<file path="src/rtl/inst_fetch.sv">
// inst_fetch: IF stage of the five-stage MIPS core.
// Owns the PC and runs a variable-latency request/ready fetch against the
// instruction ROM/bus. It honours one branch delay slot, stalls, and
// exception/ERET flushes, and uses a one-entry hold buffer for words that
// return while decode is stalled.
//
// Handshake: a fetch is outstanding while o_rom_en=1. It completes in the
// cycle i_rom_ready=1, and i_rom_rdata is valid in that same cycle.
// o_rom_addr must not change while o_rom_en=1 and i_rom_ready=0.
module inst_fetch #(
  parameter logic [31:0] RESET_PC = 32'hBFC0_0000
) (
  input  logic        i_clk,
  input  logic        i_rst,
  input  logic        i_stall,
  input  logic        i_flush,
  input  logic [31:0] i_flush_pc,
  input  logic        i_branch_flag,
  input  logic [31:0] i_branch_addr,
  output logic        o_rom_en,
  output logic [31:0] o_rom_addr,
  input  logic        i_rom_ready,
  input  logic [31:0] i_rom_rdata,
  output logic        o_id_valid,
  output logic [31:0] o_id_addr,
  output logic [31:0] o_id_inst,
  output logic        o_id_adel,
  output logic [1:0]  o_dbg_state
);

  localparam logic [1:0] S_REQ  = 2'd0;  // request pc (or fake-complete if misaligned)
  localparam logic [1:0] S_HOLD = 2'd1;  // word parked in hold buffer, bus idle
  localparam logic [1:0] S_DROP = 2'd2;  // waiting out an orphaned request

  logic [1:0]  r_state;
  logic [31:0] r_pc;
  logic [31:0] r_drop_addr;
  logic [31:0] r_hold_addr;
  logic [31:0] r_hold_inst;
  logic        r_hold_adel;
  logic        r_br_pend;
  logic [31:0] r_br_target;
  logic        r_id_valid;
  logic [31:0] r_id_addr;
  logic [31:0] r_id_inst;
  logic        r_id_adel;

  logic        w_misal;
  logic        w_req_done;
  logic [31:0] w_word_inst;
  logic        w_adv;
  logic [31:0] w_adv_addr;
  logic [31:0] w_adv_inst;
  logic        w_adv_adel;
  logic [31:0] w_nxt;
  logic [31:0] w_pc_adv;

  // A misaligned pc never goes on the bus; it completes at once as an address-error fetch.
  assign w_misal     = (r_pc[1:0] != 2'b00);
  assign w_req_done  = (r_state == S_REQ) && (w_misal || i_rom_ready);
  assign w_word_inst = w_misal ? 32'h0 : i_rom_rdata;

  // w_adv: a fetched word moves into the output register and pc advances.
  assign w_adv      = !i_stall && (((r_state == S_REQ) && w_req_done) || (r_state == S_HOLD));
  assign w_adv_addr = (r_state == S_HOLD) ? r_hold_addr : r_pc;
  assign w_adv_inst = (r_state == S_HOLD) ? r_hold_inst : w_word_inst;
  assign w_adv_adel = (r_state == S_HOLD) ? r_hold_adel : w_misal;
  // After an address error the pc parks on the bad address until a flush.
  assign w_pc_adv   = w_adv_adel ? r_pc : w_nxt;

  assign o_rom_en    = i_rst && (((r_state == S_REQ) && !w_misal) || (r_state == S_DROP));
  assign o_rom_addr  = (r_state == S_DROP) ? r_drop_addr : r_pc;
  assign o_id_valid  = r_id_valid;
  assign o_id_addr   = r_id_addr;
  assign o_id_inst   = r_id_inst;
  assign o_id_adel   = r_id_adel;
  assign o_dbg_state = r_state;

  // Next sequential fetch address; a live branch beats a pending one, which beats pc+4.
  always_comb begin
    w_nxt = r_pc + 32'd4;
    if (i_branch_flag && !i_stall) begin
      w_nxt = i_branch_addr;
    end else if (r_br_pend) begin
      w_nxt = r_br_target;
    end
  end

  // FSM and program counter.
  always_ff @(posedge i_clk) begin
    if (!i_rst) begin
      r_state     <= S_REQ;
      r_pc        <= RESET_PC;
      r_drop_addr <= 32'h0;
    end else if (i_flush) begin
      r_pc <= i_flush_pc;
      if ((r_state == S_REQ) && !w_req_done) begin
        r_state     <= S_DROP;
        r_drop_addr <= r_pc;
      end else if ((r_state == S_DROP) && !i_rom_ready) begin
        r_state <= S_DROP;
      end else begin
        // Includes DROP whose old request retires this very cycle.
        r_state <= S_REQ;
      end
    end else begin
      case (r_state)
        S_REQ: begin
          if (w_req_done) begin
            if (i_stall) begin
              r_state <= S_HOLD;
            end else begin
              r_pc <= w_pc_adv;
            end
          end
        end
        S_HOLD: begin
          if (!i_stall) begin
            r_pc    <= w_pc_adv;
            r_state <= S_REQ;
          end
        end
        S_DROP: begin
          if (i_rom_ready) begin
            r_state <= S_REQ;
          end
        end
        default: r_state <= S_REQ;
      endcase
    end
  end

  // Hold buffer: captures a completed word that decode cannot take yet.
  always_ff @(posedge i_clk) begin
    if (!i_rst) begin
      r_hold_addr <= 32'h0;
      r_hold_inst <= 32'h0;
      r_hold_adel <= 1'b0;
    end else if (!i_flush && w_req_done && i_stall) begin
      r_hold_addr <= r_pc;
      r_hold_inst <= w_word_inst;
      r_hold_adel <= w_misal;
    end
  end

  // Pending branch: remembers a redirect resolved before the delay slot finished fetching.
  always_ff @(posedge i_clk) begin
    if (!i_rst || i_flush) begin
      r_br_pend   <= 1'b0;
      r_br_target <= 32'h0;
    end else if (w_adv) begin
      r_br_pend <= 1'b0;
    end else if (i_branch_flag && !i_stall) begin
      r_br_pend   <= 1'b1;
      r_br_target <= i_branch_addr;
    end
  end

  // Output register to decode: new word, bubble, or held value under stall.
  always_ff @(posedge i_clk) begin
    if (!i_rst || i_flush) begin
      r_id_valid <= 1'b0;
      r_id_addr  <= 32'h0;
      r_id_inst  <= 32'h0;
      r_id_adel  <= 1'b0;
    end else if (w_adv) begin
      r_id_valid <= 1'b1;
      r_id_addr  <= w_adv_addr;
      r_id_inst  <= w_adv_inst;
      r_id_adel  <= w_adv_adel;
    end else if (!i_stall) begin
      r_id_valid <= 1'b0;
      r_id_addr  <= 32'h0;
      r_id_inst  <= 32'h0;
      r_id_adel  <= 1'b0;
    end
  end

endmodule

</file>
<file path="config.mk">
export PLATFORM = sky130hd
export DESIGN_NAME = inst_fetch
export DESIGN_NICKNAME = d
export VERILOG_FILES = /design/src/rtl/inst_fetch.sv
export SDC_FILE = /design/constraint.sdc
export NUM_CORES = 1
export LEC_CHECK = 0
export BUFFER_PORTS_ARGS = -buffer_cell sky130_fd_sc_hd__buf_2
export CAP_MARGIN = 10
export CORE_ASPECT_RATIO = 0.75
export CORE_UTILIZATION = 30
export CTS_CLUSTER_DIAMETER = 200
export CTS_CLUSTER_SIZE = 12
export DETAILED_ROUTE_END_ITERATION = 8
export GPL_TIMING_DRIVEN = 0
export PLACE_DENSITY_LB_ADDON = 0.08
export SLEW_MARGIN = 20
export SYNTH_ARGS = -nofsm -noshare
export SYNTH_HDL_FRONTEND = slang
export SYNTH_SLANG_ARGS = --single-unit
</file>
<file path="constraint.sdc">
create_clock -name i_clk -period 2.5 [get_ports i_clk]
set_input_delay 0.5 -clock i_clk [delete_from_list [all_inputs] [get_ports i_clk]]
set_output_delay 0.5 -clock i_clk [all_outputs]
set_load 0.02 [all_outputs]
</file>
==> results.toml <==
[outcome]
status = "complete, but fails checks"
failed_checks = "design-rule violations"

[floorplanning]
floorplan.initialDensity = 0.308
dieHeight_um = 166
die-width_um = 221
design.portCount = 203
floorplan.die_area_um2 = 36600
design.core.area_um2 = 35000
core.rowCount = 59

[synthesis]
synth.yosys.warnings = 0
synth_cells = 1460
seq_area_frac_synth = 0.428
post_synth_num_cell_types = 65
ys_async_rst_share = 0
post_syn_area_per_cell_um2 = 7.37
synth_seq_cells = 230
synth_top_flop_cell = "sky130_fd_sc_hd__dfxtp_1"
synth_largest_area_cell = "sky130_fd_sc_hd__dfxtp_1"
ys_top_cells_by_area = "sky130_fd_sc_hd__dfxtp_1 43%, sky130_fd_sc_hd__a21oi_1 13%, sky130_fd_sc_hd__nand2_1 13%, sky130_fd_sc_hd__nand3_1 4.0%, sky130_fd_sc_hd__clkbuf_1 3.5%"
netlist.area_leader.share = 0.428
synth_edf_count = 0
synthesis.nets = 1563
synth.cell_area_um2 = 10800

[final_layout]
instances_no_fill = 2147
final_core_utilization = 0.381
final_nets = 1794
drive_above_1_share = 0.206
syn2layout_area_growth_pct = 23.8
antenna_cells = 0

[routing]
vias = 11400
drt_iter0_markers = 906
viasPerCell = 5.30
final_antenna_net_count = 0
totalWireLength_um = 44600
drc = 9
drt_pre_antenna_iters = 7
wl_per_cell_um = 20.8

[run]
max_cap_viol_count = 0

[worst_setup_path]
cp-end-kind = "flip-flop"
critical_path.top_delay_family = "buffers and inverters"
worstSetupStartpointType = "input port"
path_common_cell = "sky130_fd_sc_hd__clkbuf_1"
crit_path_required_time_ns = 2.88
worst_setup_path_category = "in2reg"
path_cells = "buf_2, inv_1, nand2_1, clkbuf_1, clkbuf_1, nor2_1"
worst-path-max-fanout = 10
worst-path-buf-inv = 4
cpPeakStageDelay_ns = 0.74
critPathSlowestCell = "sky130_fd_sc_hd__clkbuf_1"
worst_ep_arrival_time_ns = 2.82

[pwr]
max-vdd-ir-drop_v = 0.000399
p_leak_nw = 5.01
cellPowerDensity_nw_per_um2 = 644

[clocking]
max-clock-path-buffers = 3
clkSinkCount = 230
cts_tree = "built"
root_buffer = "sky130_fd_sc_hd__clkbuf_16"
cts_buffers = 23
htreeDepth = 1
clk_pin_slew_ns = 0.06
clk-insertion-delay-late_ns = 0.53

[sta]
finalSetupViolations = 0
tns_ns = 0
layout_setup_ws_ns = 0.0591
worst_tran_pin_value_ns = 0.913
timing.final.crit_share = 0.976
fin_crit_ns = 2.44
fmax_mhz = 410
drv_slew = 0
final_hold_violating_endpoints = 0
fin_skew_ns = 0.0163
slew_headroom = 0.386

[placed_design]
place_congestion = 0.952
dp.cells = 2117
hpwl_um = 32800
pre_cts_ws_ns = -0.993
portBuffers = 200

[global_routing]
grt_util_met2 = 0.344
met1_usage = 0.366
grt.busiest_layer = "met1"
grt.total_usage = 0.238
number_of_global_route_vias_before_repair = 10700
grt_first_pass_wirelength_um = 66100
met3_usage = 0.0397
grt_start_max_net_pins = 13
grt-ovfl-total = 0
grt_antenna_before_repair = 0

[hold_path]
worst_min_delay_path_class = "in2reg"
-- cell type report --
type	instances	area, um2
plain buffers	129	742
fillers	3801	21700
clock buffers	23	576
well taps	457	572
flip-flops and latches	230	4620
inverters	12	45.0
repair buffers	215	1170
clock inverters	1	11.3
multi-input cells	1080	5590
-- synth_stat cells (3+ instances only) --
master	count
sky130_fd_sc_hd__and4_1	3
sky130_fd_sc_hd__o31ai_1	8
sky130_fd_sc_hd__and3_1	7
sky130_fd_sc_hd__a31oi_1	10
sky130_fd_sc_hd__clkbuf_1	100
sky130_fd_sc_hd__nor4_1	16
sky130_fd_sc_hd__nand2b_1	11
sky130_fd_sc_hd__nor3_1	23
sky130_fd_sc_hd__o2111ai_1	3
sky130_fd_sc_hd__a211o_1	3
sky130_fd_sc_hd__nand4_1	11
sky130_fd_sc_hd__a21oi_1	283
sky130_fd_sc_hd__nor2b_1	4
sky130_fd_sc_hd__dfxtp_1	230
sky130_fd_sc_hd__buf_6	4
sky130_fd_sc_hd__or2_2	3
sky130_fd_sc_hd__o311ai_0	3
sky130_fd_sc_hd__a211oi_1	10
sky130_fd_sc_hd__nor2_1	97
sky130_fd_sc_hd__clkbuf_8	8
sky130_fd_sc_hd__nor3b_1	6
sky130_fd_sc_hd__o21ai_0	33
sky130_fd_sc_hd__xor2_1	3
sky130_fd_sc_hd__xnor2_1	3
sky130_fd_sc_hd__nand2_1	359
sky130_fd_sc_hd__or4_1	5
sky130_fd_sc_hd__mux2i_1	8
sky130_fd_sc_hd__inv_1	11
sky130_fd_sc_hd__o31a_1	3
sky130_fd_sc_hd__nand3_1	87
sky130_fd_sc_hd__o21a_1	4
sky130_fd_sc_hd__o211ai_1	10
sky130_fd_sc_hd__nand3b_1	3
sky130_fd_sc_hd__buf_1	20
sky130_fd_sc_hd__mux2_2	29
-- state kept, by name, indices dropped and copies added (netlist names) --
| name | cells |
|---|---|
| o_id_addr | 32 |
| o_id_inst | 32 |
| r_br_target | 32 |
| r_drop_addr | 32 |
| r_hold_addr | 32 |
| r_hold_inst | 32 |
| r_pc | 32 |
| o_dbg_state | 2 |
| o_id_adel | 1 |
| o_id_valid | 1 |
| r_br_pend | 1 |
| r_hold_adel | 1 |
-- per-stage QoR --
step | instance area (um2) | hold WS, ns | total power [mW]
finish | 13300 | 0.214 | 8.58
detailed placement | 12400 | 0.444 | 5.46
global placement | 12300 | 0.438 | 5.45
CTS | 13200 | 0.188 | 8.63
floorplan | 10800 | 0.431 | 4.86
global route | 13300 | 0.205 | 8.95
-- routing by layer --
layer,share of wire,vias to the layer above
li1,-,5455
met1,0.50,5508
met2,0.42,374
met3,0.065,49
met4,0.017,0
met5,0,-
-- cell families after synthesis --
| group | synth area share |
|---|---|
| XOR/XNOR | 0.00488 |
| buffers and inverters | 0.0663 |
| AND/OR/NAND/NOR | 0.261 |
| adder cells (fa/ha/maj) | 0.00116 |
| flip-flops | 0.428 |
| AO/OA/AOI/OAI | 0.201 |
| multiplexers | 0.0378 |
-- worst min-delay path, cell delays in order --
cell                        delay (ns)
sky130_fd_sc_hd__buf_2            0.10
sky130_fd_sc_hd__nand2_1          0.05
sky130_fd_sc_hd__o2111ai_1        0.05
-- power by group --
group / leakage (nW) / internal, mW / switching, mW
sequential: 1.87 / 3.81 / 0.135
clock: 0.289 / 1.63 / 1.47
combinational: 2.84 / 0.526 / 1.01
-- path summary, 6_finish.rpt --
kind / endpoint / slack (ns) / cells after the start / startpoint
setup / recovery: o_id_addr[27]$_SDFFE_PP0P_ / 0.06 / 6 / i_flush
hold / removal: r_pc[22]$_SDFFE_PN1P_ / 0.21 / 3 / i_flush_pc[22]
setup reg to reg: r_pc[28]$_SDFFE_PN1P_ / 0.07 / 6 / r_pc[19]$_SDFFE_PN0P_
hold reg to reg: r_br_target[27]$_SDFFE_PP0P_ / 0.45 / 2 / r_br_target[27]$_SDFFE_PP0P_
-- cell usage in the layout, fill, tap and decap left out, types with 9 or more instances in the layout --
| master | Yosys | routed |
|---|---|---|
| sky130_fd_sc_hd__dfxtp_2 | 0 | 9 |
| sky130_fd_sc_hd__o211ai_1 | 10 | 10 |
| sky130_fd_sc_hd__nand4_1 | 11 | 11 |
| sky130_fd_sc_hd__inv_1 | 11 | 11 |
| sky130_fd_sc_hd__a21oi_1 | 283 | 283 |
| sky130_fd_sc_hd__buf_2 | 2 | 197 |
| sky130_fd_sc_hd__nand2_1 | 359 | 359 |
| sky130_fd_sc_hd__nor3_1 | 23 | 19 |
| sky130_fd_sc_hd__a211oi_1 | 10 | 10 |
| sky130_fd_sc_hd__buf_1 | 20 | 13 |
| sky130_fd_sc_hd__dfxtp_1 | 230 | 219 |
| sky130_fd_sc_hd__nor4_1 | 16 | 12 |
| sky130_fd_sc_hd__clkbuf_2 | 0 | 18 |
| sky130_fd_sc_hd__buf_4 | 2 | 17 |
| sky130_fd_sc_hd__nand3_1 | 87 | 86 |
| sky130_fd_sc_hd__clkbuf_1 | 100 | 72 |
| sky130_fd_sc_hd__clkbuf_16 | 0 | 25 |
| sky130_fd_sc_hd__o21ai_0 | 33 | 32 |
| sky130_fd_sc_hd__a31oi_1 | 10 | 9 |
| sky130_fd_sc_hd__mux2_2 | 29 | 22 |
| sky130_fd_sc_hd__nand2b_1 | 11 | 11 |
| sky130_fd_sc_hd__nor2_1 | 97 | 95 |
-- what timing repair did --
item / in CTS / in global routing
endpoints found under the setup margin: 221 / 172
gates cloned: 2 / 0
pin swaps: 1 / 2
gates resized for setup: 67 / 37
hold buffers: 0 / 0
setup buffers: 11 / 3
Power figures use the tool's default switching activity.
